<file path="src/rtl/sprite_move_ctrl.sv">
// Arrow-key sprite mover: decodes PS/2 make/break codes into held-key bits and
// steps a clamped overlay position once per REPEAT_FRAMES frames, only at frame start.
module sprite_move_ctrl #(
    parameter int ROWS          = 480,
    parameter int COLS          = 640,
    parameter int H             = 20,
    parameter int W             = 20,
    parameter int STEP          = 1,
    parameter int INIT_ROW      = 100,
    parameter int INIT_COL      = 100,
    parameter int REPEAT_FRAMES = 1
) (
    input  logic       clk,
    input  logic       reset,
    input  logic       scan_valid,
    input  logic [7:0] scan_code,
    input  logic       frame_start,
    output logic [9:0] pos_row,
    output logic [9:0] pos_col,
    output logic       moving,
    output logic       move_pulse
);

    typedef enum logic [1:0] {
        IDLE    = 2'd0,
        EXT     = 2'd1,
        BRK     = 2'd2,
        EXT_BRK = 2'd3
    } dec_state_t;

    localparam int CW = $clog2(REPEAT_FRAMES) + 1;
    localparam logic [CW-1:0]      CNT_LAST = CW'(REPEAT_FRAMES - 1);
    localparam logic [CW-1:0]      CNT_ONE  = CW'(1);
    localparam logic signed [10:0] STEP_S   = 11'(STEP);
    localparam logic signed [10:0] ROW_MAX  = 11'(ROWS - H);
    localparam logic signed [10:0] COL_MAX  = 11'(COLS - W);

    // held bit order: [0]=L, [1]=R, [2]=U, [3]=D
    dec_state_t        state_r, state_s;
    logic [3:0]        held_r, held_s;
    logic [CW-1:0]     cnt_r, cnt_s;
    logic              move_s;
    logic [9:0]        row_next_s, col_next_s;
    logic signed [10:0] row_try_s, col_try_s;

    // Scan-code decoder: prefix tracking and held-bit resolution
    always_comb begin
        state_s = state_r;
        held_s  = held_r;
        if (scan_valid) begin
            if (scan_code == 8'hE0) begin
                state_s = EXT;
            end else if (scan_code == 8'hF0) begin
                case (state_r)
                    IDLE:    state_s = BRK;
                    EXT:     state_s = EXT_BRK;
                    BRK:     state_s = BRK;
                    EXT_BRK: state_s = EXT_BRK;
                    default: state_s = IDLE;
                endcase
            end else begin
                state_s = IDLE;
                if ((state_r == EXT) || (state_r == EXT_BRK)) begin
                    case (scan_code)
                        8'h6B:   held_s[0] = (state_r == EXT);
                        8'h74:   held_s[1] = (state_r == EXT);
                        8'h75:   held_s[2] = (state_r == EXT);
                        8'h72:   held_s[3] = (state_r == EXT);
                        default: held_s    = held_r;
                    endcase
                end else begin
                    held_s = held_r;
                end
            end
        end else begin
            state_s = state_r;
        end
    end

    // Move event, prioritised single-axis step with saturation, and frame counter
    always_comb begin
        move_s     = frame_start && (held_r != 4'b0000) && (cnt_r == {CW{1'b0}});
        row_next_s = pos_row;
        col_next_s = pos_col;
        row_try_s  = $signed({1'b0, pos_row});
        col_try_s  = $signed({1'b0, pos_col});
        if (!move_s) begin
            row_next_s = pos_row;
        end else if (held_r[0]) begin
            col_try_s  = $signed({1'b0, pos_col}) - STEP_S;
            col_next_s = (col_try_s < 11'sd0) ? 10'd0 : col_try_s[9:0];
        end else if (held_r[1]) begin
            col_try_s  = $signed({1'b0, pos_col}) + STEP_S;
            col_next_s = (col_try_s > COL_MAX) ? COL_MAX[9:0] : col_try_s[9:0];
        end else if (held_r[2]) begin
            row_try_s  = $signed({1'b0, pos_row}) - STEP_S;
            row_next_s = (row_try_s < 11'sd0) ? 10'd0 : row_try_s[9:0];
        end else begin
            row_try_s  = $signed({1'b0, pos_row}) + STEP_S;
            row_next_s = (row_try_s > ROW_MAX) ? ROW_MAX[9:0] : row_try_s[9:0];
        end

        if (held_r == 4'b0000) begin
            cnt_s = {CW{1'b0}};
        end else if (frame_start) begin
            cnt_s = (cnt_r == CNT_LAST) ? {CW{1'b0}} : (cnt_r + CNT_ONE);
        end else begin
            cnt_s = cnt_r;
        end
    end

    // State, position and output registers
    always_ff @(posedge clk) begin
        if (reset) begin
            state_r    <= IDLE;
            held_r     <= 4'b0000;
            cnt_r      <= {CW{1'b0}};
            pos_row    <= 10'(INIT_ROW);
            pos_col    <= 10'(INIT_COL);
            moving     <= 1'b0;
            move_pulse <= 1'b0;
        end else begin
            state_r    <= state_s;
            held_r     <= held_s;
            cnt_r      <= cnt_s;
            pos_row    <= row_next_s;
            pos_col    <= col_next_s;
            moving     <= |held_s;
            move_pulse <= (row_next_s != pos_row) || (col_next_s != pos_col);
        end
    end

endmodule

</file>
<file path="config.mk">
export PLATFORM = sky130hd
export DESIGN_NAME = sprite_move_ctrl
export DESIGN_NICKNAME = d
export VERILOG_FILES = /design/src/rtl/sprite_move_ctrl.sv
export SDC_FILE = /design/constraint.sdc
export NUM_CORES = 1
export LEC_CHECK = 0
export ABC_AREA = 0
export CORE_ASPECT_RATIO = 1.2
export CORE_MARGIN = 8
export CORE_UTILIZATION = 58
export CTS_CLUSTER_SIZE = 25
export DETAILED_ROUTE_END_ITERATION = 16
export PLACE_DENSITY = 0.8
export SLEW_MARGIN = 20
export SYNTH_ARGS = -nofsm -noshare
export SYNTH_HDL_FRONTEND = slang
export SYNTH_SLANG_ARGS = --single-unit
export TNS_END_PERCENT = 10
</file>
<file path="constraint.sdc">
create_clock -name clk -period 3.6 [get_ports clk]
set_input_delay 0.36 -clock clk [delete_from_list [all_inputs] [get_ports clk]]
set_output_delay 0.36 -clock clk [all_outputs]
set_load 0.02 [all_outputs]
</file>
-- Word level (Yosys, flattened, before mapping)
Index checks and enable logic that the tools add are counted.
- register bits: 29
- input bits: 12
- output and inout bits: 22
- word-level logic and storage cells: 62
- $add $sub $neg: 5
- magnitude comparators: 4
- eq/ne operators: 11
- muxes and demuxes: 23
- bitwise logic cells: 1
- reduce and logical (&&, ||, !) cells: 11
- operator list (kind ; number):
    $mux W10 ; 11
    $eq A8 B7 Y1 const B ; 4
    $add A10 B1 Y11 const B ; 2
    $lt A11 B1 Y1 const B ; 2
    $sub A10 B1 Y11 const B ; 2
    $ne A10 B10 Y1 ; 2
    $eq A8 B8 Y1 const B ; 2
    $mux W4 ; 4
    $gt A11 B10 Y1 const B ; 1
    $gt A11 B11 Y1 const B ; 1
    $reduce_or A2 Y1 ; 3
    $mux W1 ; 5
    $eq A2 B2 Y1 const B ; 2
    $logic_not A4 Y1 ; 1
    $mux W2 ; 2
    $pmux W2 S2 ; 1
    $reduce_bool A4 Y1 ; 1
    $reduce_or A4 Y1 ; 1
    $eq A2 B1 Y1 const B ; 1
    $logic_and A1 B1 Y1 ; 2
    $logic_not A2 Y1 ; 1
    $logic_or A1 B1 Y1 ; 2
    $add A1 B1 Y1 const B ; 1
    $not A1 Y1 ; 1

-- Logic depth before layout (Yosys ltp)
Gate-level depths: netlist of the first run.
- depth after elaboration: 9
- mapped depth: 11
- gate-level depth less buffers: 10

-- Worst setup path after synthesis of the first run
No wires, ideal clock.
- kind: register to register
- start point: register pos_col[1]
- end point: register move_pulse
- setup time: 0.140 ns
- arrival: 2.569 ns
- slack: 0.891 ns
- cell stages (with the launch flop): 12
- clock period less this slack: 2.709 ns
- cell sequence: dfxtp_1 -> clkbuf_2 -> inv_1 -> ha_1 -> nor4b_4 -> nand3_2 -> a2bb2oi_2 -> nand4_1 -> or3_1 -> or4_1 -> nor4_2 -> a41oi_1
- cells in the longest elaborated chain, start to end: 8
- elaborated cells between the ends (all ways): 11
- classes of those cells: 2 x add/sub; 2 x order compare; 1 x eq/ne; 5 x mux; 1 x reduce/logical
- ends and longest elaborated chain (item ; RTL line ; source):
    start, declared ; 19 ; output logic [9:0] pos_col,
    start signal, assigned ; 119 ; pos_col <= 10'(INIT_COL);
    start signal, assigned ; 127 ; pos_col <= col_next_s;
    $add A10 B1 Y11 ; 93 ; col_try_s = $signed({1'b0, pos_col}) + STEP_S;
    $gt A11 B11 Y1 ; 94 ; col_next_s = (col_try_s > COL_MAX) ? COL_MAX[9:0] : col_try_s[9:0];
    $mux W10 ; 94 ;
    $mux W10 ; 92 ; end else if (held_r[1]) begin
    $mux W10 ; 89 ; end else if (held_r[0]) begin
    $mux W10 ; 87 ; if (!move_s) begin
    $ne A10 B10 Y1 (*) ; 129 ; move_pulse <= (row_next_s != pos_row) || (col_next_s != pos_col);
    $logic_or A1 B1 Y1 (*) ; 129 ;
    end signal, assigned ; 129 ;
    end, declared ; 21 ; output logic move_pulse
Every way passes the cells marked *; elsewhere a longest branch is shown, timed or not.
A chain may end at the register's enable or synchronous reset.

-- Final worst setup path of the first run
- start point: register pos_row[0]
- end point: register pos_row[6]
- cells in the longest elaborated chain, start to end: 7
- elaborated cells between the ends (all ways): 10
- classes of those cells: 2 x add/sub; 2 x order compare; 6 x mux
- ends and longest elaborated chain (item ; RTL line ; source):
    start, declared ; 18 ; output logic [9:0] pos_row,
    start signal, assigned ; 118 ; pos_row <= 10'(INIT_ROW);
    start signal, assigned ; 126 ; pos_row <= row_next_s;
    $add A10 B1 Y11 / $sub A10 B1 Y11 (equally long branches) ; 99, 96 ;
    $gt A11 B10 Y1 / $lt A11 B1 Y1 (equally long branches) ; 100, 97 ;
    $mux W10, on equally long branches ; 100, 97 ;
    $mux W10 (*) ; 95 ; end else if (held_r[2]) begin
    $mux W10 (*) ; 92 ;
    $mux W10 (*) ; 89 ;
    $mux W10 (*) ; 87 ;
Marked as above.

==> reports/metrics.cfg, run 1 <==
[cts]
clk_transition_reported_paths_ns=0.10
clkLatencyLatePin_ns=0.28
clock_path_buffers=2
post_cts_buffers=0
cts_tree=done
htreeDepth=1
cts_resized=0
clkSinkCount=28
cts_made_buffers=3
cts_hold_buffers=0
cts-root-buf=clkbuf_8

[cells_and_area]
fillers=503
area.growth.synth_to_final_pct=10.8
fin_area_sq_um=3360
layout.cells.non_filler=501
drive_gt1_frac=0.0843
layout.nets=457
diodes=0

[synth]
synth_seq_cells=28
syn_nets=442
synthDistinctLibCells=77
async_reset_ff_frac=0
synth.most_common_cell=nand2_1
postSynthAreaPerCell_sq_um=7.14
synth_seq_area_share=0.185
yosysTopAreaCell=dfxtp_1
synth_ff_type=dfxtp_1
synth.cell_area_sq_um=3030
synth_top_area_share=0.185
synth_edf_count=0
ys_top_cells_by_area=dfxtp_1 18%, nand2_1 5.6%, nor3_1 4.9%
synthTopCellsByCount=45 x nand2_1, 37 x nor2_1, 30 x nor3_1, 28 x a21oi_1, 28 x dfxtp_1
yosys_warnings=0
syn_inst=425

[die]
dieArea_sq_um=7810
io_pins=34
start_util=0.589
rows=29
coreArea_sq_um=5150
fp.dieW_um=82.0
die_h_um=95.2

[status]
status=completed

[timing]
period_share=0.883
setup_viol=0
slew_violations=0
worst_clock_skew_ns=0.00398
max_freq_ghz=0.315
tightest_slew_ns=0.734
rsz0062_at_grt=false
setup-tns-final_ns=0
period_needed_ns=3.18
timing.final.ws_setup_ns=0.421
holdWs_ns=0.566
hold_violations=0
relSlewSlack=0.505

[placed_design]
dpl_cell_area_sq_um=3290
portBuffers=33
gp_congestion=0.976
dpl_worst_slack_ns=0.515
placed_cells=497
dpl.hpwl_um=7640

[pwr]
comb_power_share=0.047
p_int_w=0.000474
power_frac_clock=0.430
p_sw_frac=0.201
p_switching_w=0.000119
p_seq_frac=0.523
power.leakage_nw=1.13
p_per_area_nw_per_um2=176
vdd_drop_max_v=0.000123

[global_route]
grt_max_degree=27
grt_pass1_wl_um=16400
antenna_found_initial=0
grt_pass1_vias=3336
track_usage=0.261
grt_remaining_overflow=0

[min_path]
min_path_type=reg -> reg

[route]
drt_iter0_drc=331
dr.pass1.iters=5
routedWlPerCell_um=20.0
drcViolationCount=0
via_per_inst=6.99
vias=3501
routed_wl_um=10000
drtAntennaViolNets=0

[setup_path]
critPathRequiredTime_ns=3.78
reg2reg_depth=9
r2r-end=pos_row[6]
crit_end=pos_row[6]
crit_fanout=14
path_class=reg -> reg
r2r_slack_ns=0.42
crit_path_end_kind=register
arrival_ns=3.36
crit_path_start=pos_row[0]
timing.rr.start=pos_row[0]
startpoint_type=register

[run]
cap_violations=0

[power by group through the flow]
stage	logic, W	registers [W]	clock network, W
2_1_floorplan	0.0000127	0.000317	0
3_3_place_gp	0.0000269	0.000317	0
3_5_place_dp	0.0000275	0.000317	0
4_1_cts	0.0000278	0.000310	0.000254
5_1_grt	0.0000299	0.000310	0.000273
6_report	0.0000279	0.000310	0.000255
[worst min path at each step]
stage	end	slack [ns]	from	cells after the start
floorplan	state_r[0]	0.45	scan_valid	1
global placement	state_r[0]	0.52	state_r[0]	2
detailed placement	state_r[0]	0.55	state_r[0]	2
CTS	state_r[0]	0.56	state_r[0]	2
global route	state_r[0]	0.59	state_r[0]	2
finish	state_r[0]	0.57	state_r[0]	2
[placed cells by master, fill, tap and decap left out, types with 8 or more instances in the layout]
master | netlist | layout
a31oi_1 | 12 | 12
nand4_1 | 8 | 8
dfxtp_1 | 28 | 28
nor2_1 | 37 | 37
nor3_1 | 30 | 30
o21ai_0 | 20 | 20
nand2_1 | 45 | 45
a21oi_1 | 28 | 28
buf_4 | 3 | 14
inv_1 | 20 | 20
o22ai_1 | 8 | 8
clkdlybuf4s50_1 | 0 | 33
nand3_1 | 10 | 10
a211oi_1 | 15 | 15
[metrics by stage]
step           total power, W  utilization
6_report             0.000593        0.652
5_1_grt              0.000613        0.652
4_1_cts              0.000592        0.652
3_5_place_dp         0.000345        0.638
3_3_place_gp         0.000344        0.638
2_1_floorplan        0.000330            -
[layer usage]
layer,track usage,vias up,share of wire
li1,-,1632,-
met1,0.286,1644,0.38
met2,0.457,183,0.51
met3,0.0368,42,0.062
met4,0.160,0,0.045
met5,0,-,0
[kinds of logic after synthesis]
logic type | synth area share
AND/OR/NAND/NOR | 0.330
adder cells (fa/ha/maj) | 0.0206
buffers and inverters | 0.110
flip-flops | 0.185
XOR/XNOR | 0.0202
multiplexers | 0.0231
AO/OA/AOI/OAI | 0.312
[layout make-up]
class                   instances  area (sq um)  share of cell area
repair buffers                 47           435               0.130
clock buffers                   3          41.3              0.0123
multi-input cells             340          2140               0.637
well taps                      62          77.6              0.0231
clock inverters                 1          30.0             0.00894
flip-flops and latches         28           561               0.167
inverters                      20          75.1              0.0223
[registers in the layout, indices dropped and copies added, names as in the netlist]
register    flops
move_pulse      1
moving          1
pos_col        10
held_r          4
pos_row        10
state_r         2
[critical path, stage by stage, from the launching register on]
cell and delay (ns):
dfxtp_1 0.62, ha_1 0.42, nand3_1 0.23, nor4_1 0.30
a211oi_1 0.08, o311ai_1 0.39, nand2_1 0.26, a211oi_1 0.33
o21ai_0 0.14, a221o_1 0.31
Power figures use the tool's default switching activity.
==> inputs of run 2 (changes only) <==
--- a/config.mk
+++ b/config.mk
@@ -6,12 +6,13 @@
 export NUM_CORES = 1
 export LEC_CHECK = 0
 export ABC_AREA = 0
+export ABC_CLOCK_PERIOD_IN_PS = 3850
 export CORE_ASPECT_RATIO = 1.2
 export CORE_MARGIN = 8
-export CORE_UTILIZATION = 58
+export CORE_UTILIZATION = 62
 export CTS_CLUSTER_SIZE = 25
 export DETAILED_ROUTE_END_ITERATION = 16
-export PLACE_DENSITY = 0.8
+export PLACE_DENSITY = 0.85
 export SLEW_MARGIN = 20
 export SYNTH_ARGS = -nofsm -noshare
 export SYNTH_HDL_FRONTEND = slang
==> constraint.sdc (replaced) <==
create_clock -name clk -period 3.85 [get_ports clk]
set_input_delay 0.385 -clock clk [delete_from_list [all_inputs] [get_ports clk]]
set_output_delay 0.385 -clock clk [all_outputs]
set_load 0.02 [all_outputs]
==> run 2 against run 1 <==
Net effect: clock power shrank 6%; final area shrank 1.6%; utilization grew 3.1 points; global-route usage shrank 0.12 points; via count shrank 1.9%; cell count shrank 1.8%; maximum frequency grew 0.31%; hold slack gained 0.0040 ns; die area shrank 5.3%; first-iteration DRC count shrank 20%; sequential share of layout area grew 0.28 points; sequential power shrank 6.5%; highest routed layer unchanged.
==> reports/metrics.cfg, run 2 (synthesis results as in run 1) <==
[setup_path]
max_stage_delay_ns=0.56  ; was 0.62 ns
slowest_stage=dfxtp_1  ; unchanged
r2r_slack_ns=0.68  ; was 0.42 ns
cp_num_buf_inv=0  ; unchanged
arrival_ns=3.33  ; was 3.36 ns
cpLargestDelayFamily=simple AND/OR/NAND/NOR gates  ; was compound AO/OA/AOI/OAI gates
path_class=reg -> reg  ; unchanged
path_cells=ha_1 > nand4_1 > nor4b_1 > a211oi_1 > o311ai_2 > nand2_4 > o211a_1 > nor4_2 > a41oi_1  ; was ha_1 > nand3_1 > nor4_1 > a211oi_1 > o311ai_1 > nand2_1 > a211oi_1 > o21ai_0 > a221o_1
crit_path_end_kind=register  ; unchanged
critPathRequiredTime_ns=4.01  ; was 3.78 ns
crit_fanout=11  ; was 14
startpoint_type=register  ; unchanged

[cells_and_area]
fillers=414  ; was 503
drive_gt1_frac=0.0694  ; was 0.0843
diodes=0  ; unchanged
area.growth.synth_to_final_pct=8.95  ; was 10.8%
top_regs=pos_col x10, pos_row x10, held_r x4  ; unchanged
final_cell_mix=45 x nand2_1, 37 x nor2_1, 33 x clkdlybuf4s50_1, 30 x nor3_1  ; unchanged
layout.nets=450  ; was 457
seq_area_sq_um=561  ; unchanged
final_common_cell=nand2_1  ; unchanged
multi_input_area_sq_um=2140  ; unchanged

[status]
status=completed  ; unchanged

[route]
via_per_inst=6.98  ; was 6.99
drtAntennaViolNets=0  ; unchanged
drcViolationCount=0  ; unchanged
routed_wl_um=9800  ; was 10000 um
drt_iter0_drc=265  ; was 331
dr.pass1.iters=5  ; unchanged
vias=3435  ; was 3501
routedWlPerCell_um=19.9  ; was 20.0 um

[cts]
cts_resized=0  ; unchanged
htreeDepth=1  ; unchanged
clk_transition_reported_paths_ns=0.11  ; was 0.10 ns
cts-root-buf=clkbuf_8  ; unchanged
clkLatencyLatePin_ns=0.28  ; about the same
cts_tree=done  ; unchanged
clock_path_buffers=2  ; unchanged
cts_made_buffers=3  ; unchanged
clkSinkCount=28  ; unchanged
cts_hold_buffers=0  ; unchanged
post_cts_buffers=0  ; unchanged

[placed_design]
gp_congestion=1.03  ; was 0.976
dpl.hpwl_um=7230  ; was 7640 um
dpl_worst_slack_ns=0.716  ; was 0.515 ns
portBuffers=33  ; unchanged

[timing]
period_share=0.823  ; was 0.883
slew_violations=0  ; unchanged
timing.final.ws_setup_ns=0.681  ; was 0.421 ns
max_freq_ghz=0.316  ; was 0.315 GHz
tightest_slew_ns=0.706  ; was 0.734 ns
period_needed_ns=3.17  ; was 3.18 ns
setup_viol=0  ; unchanged
relSlewSlack=0.529  ; was 0.505
rsz0062_at_grt=false  ; unchanged
worst_clock_skew_ns=0.00865  ; was 0.00398 ns
setup-tns-final_ns=0  ; unchanged
hold_violations=0  ; unchanged

[die]
dieArea_sq_um=7400  ; was 7810 sq um
start_util=0.628  ; was 0.589
rows=28  ; was 29
die_h_um=92.6  ; was 95.2 um
io_pins=34  ; unchanged
coreArea_sq_um=4830  ; was 5150 sq um
fp.dieW_um=79.9  ; was 82.0 um

[global_route]
antenna_found_initial=0  ; unchanged
met2_usage=0.453  ; was 0.457
grt_pass1_wl_um=15700  ; was 16400 um
grt_remaining_overflow=0  ; unchanged
grt_pass1_vias=3171  ; was 3336
grt_max_degree=26  ; was 27
grt-busiest-layer=met2  ; unchanged
met1_usage=0.297  ; was 0.286
track_usage=0.259  ; was 0.261
met3_usage=0.0310  ; was 0.0368

[pwr]
vdd_drop_max_v=0.000154  ; was 0.000123 V
p_per_area_nw_per_um2=168  ; was 176 nW/um^2
power.leakage_nw=1.10  ; was 1.13 nW
p_total_w=0.000556  ; was 0.000593 W

[min_path]
min_path_type=reg -> reg  ; unchanged

[run]
cap_violations=0  ; unchanged

==> run 2: changes by cell type in the layout (fill, tap and decap cells not counted), sizes merged <==
cell  delta
buf      -7
==> run 2: per-layer routing <==
| metal | wire [um] | vias up |
|---|---|---|
| met5 | 0 | - |
| met1 | 3870 | 1579 |
| li1 | - | 1603 |
| met3 | 695 | 44 |
| met2 | 4830 | 209 |
| met4 | 410 | 0 |
==> run 2: cell type report <==
type / count / area share
clock buffer: 3 / 0.0125
clock inverter: 1 / 0.00908
inverter: 20 / 0.0227
multi-input combinational: 340 / 0.648
sequential: 28 / 0.170
tap: 60 / 0.0227
timing repair buffer: 40 / 0.116
==> run 2: where the power goes <==
part | switching [W] | internal [W] | total, W | leakage (nW)
clock network | 0.0000997 | 0.000139 | 0.000239 | 0.0357
logic | 0.0000130 | 0.0000138 | 0.0000268 | 0.834
registers | 0.000000253 | 0.000290 | 0.000290 | 0.226
total | 0.000113 | 0.000443 | 0.000556 | 1.10
==> run 2: final timing paths <==
| check | cells past startpoint | endpoint | from |
|---|---|---|---|
| min | 2 | held_r[3] | held_r[3] |
| min reg2reg | 2 | held_r[3] | held_r[3] |
| max reg2reg | 9 | move_pulse | pos_col[0] |
| max | 9 | move_pulse | pos_col[0] |
==> run 2: metrics by stage <==
stage                     hold WS (ns)   util  cells  area [sq um]
after floorplan                  0.478      -    425          3030
after global placement           0.524  0.669    488          3230
after detailed placement         0.551  0.669    488          3230
after CTS                        0.568  0.684    492          3310
after global routing             0.589  0.684    492          3310
final                            0.570  0.684    492          3310
==> run 2: worst min-delay path, delay by kind of cell, from the launching register on <==
kind	cells	cell delay [ns]
DFF	1	0.34
muxes	1	0.13
and+or+nand+nor	1	0.06
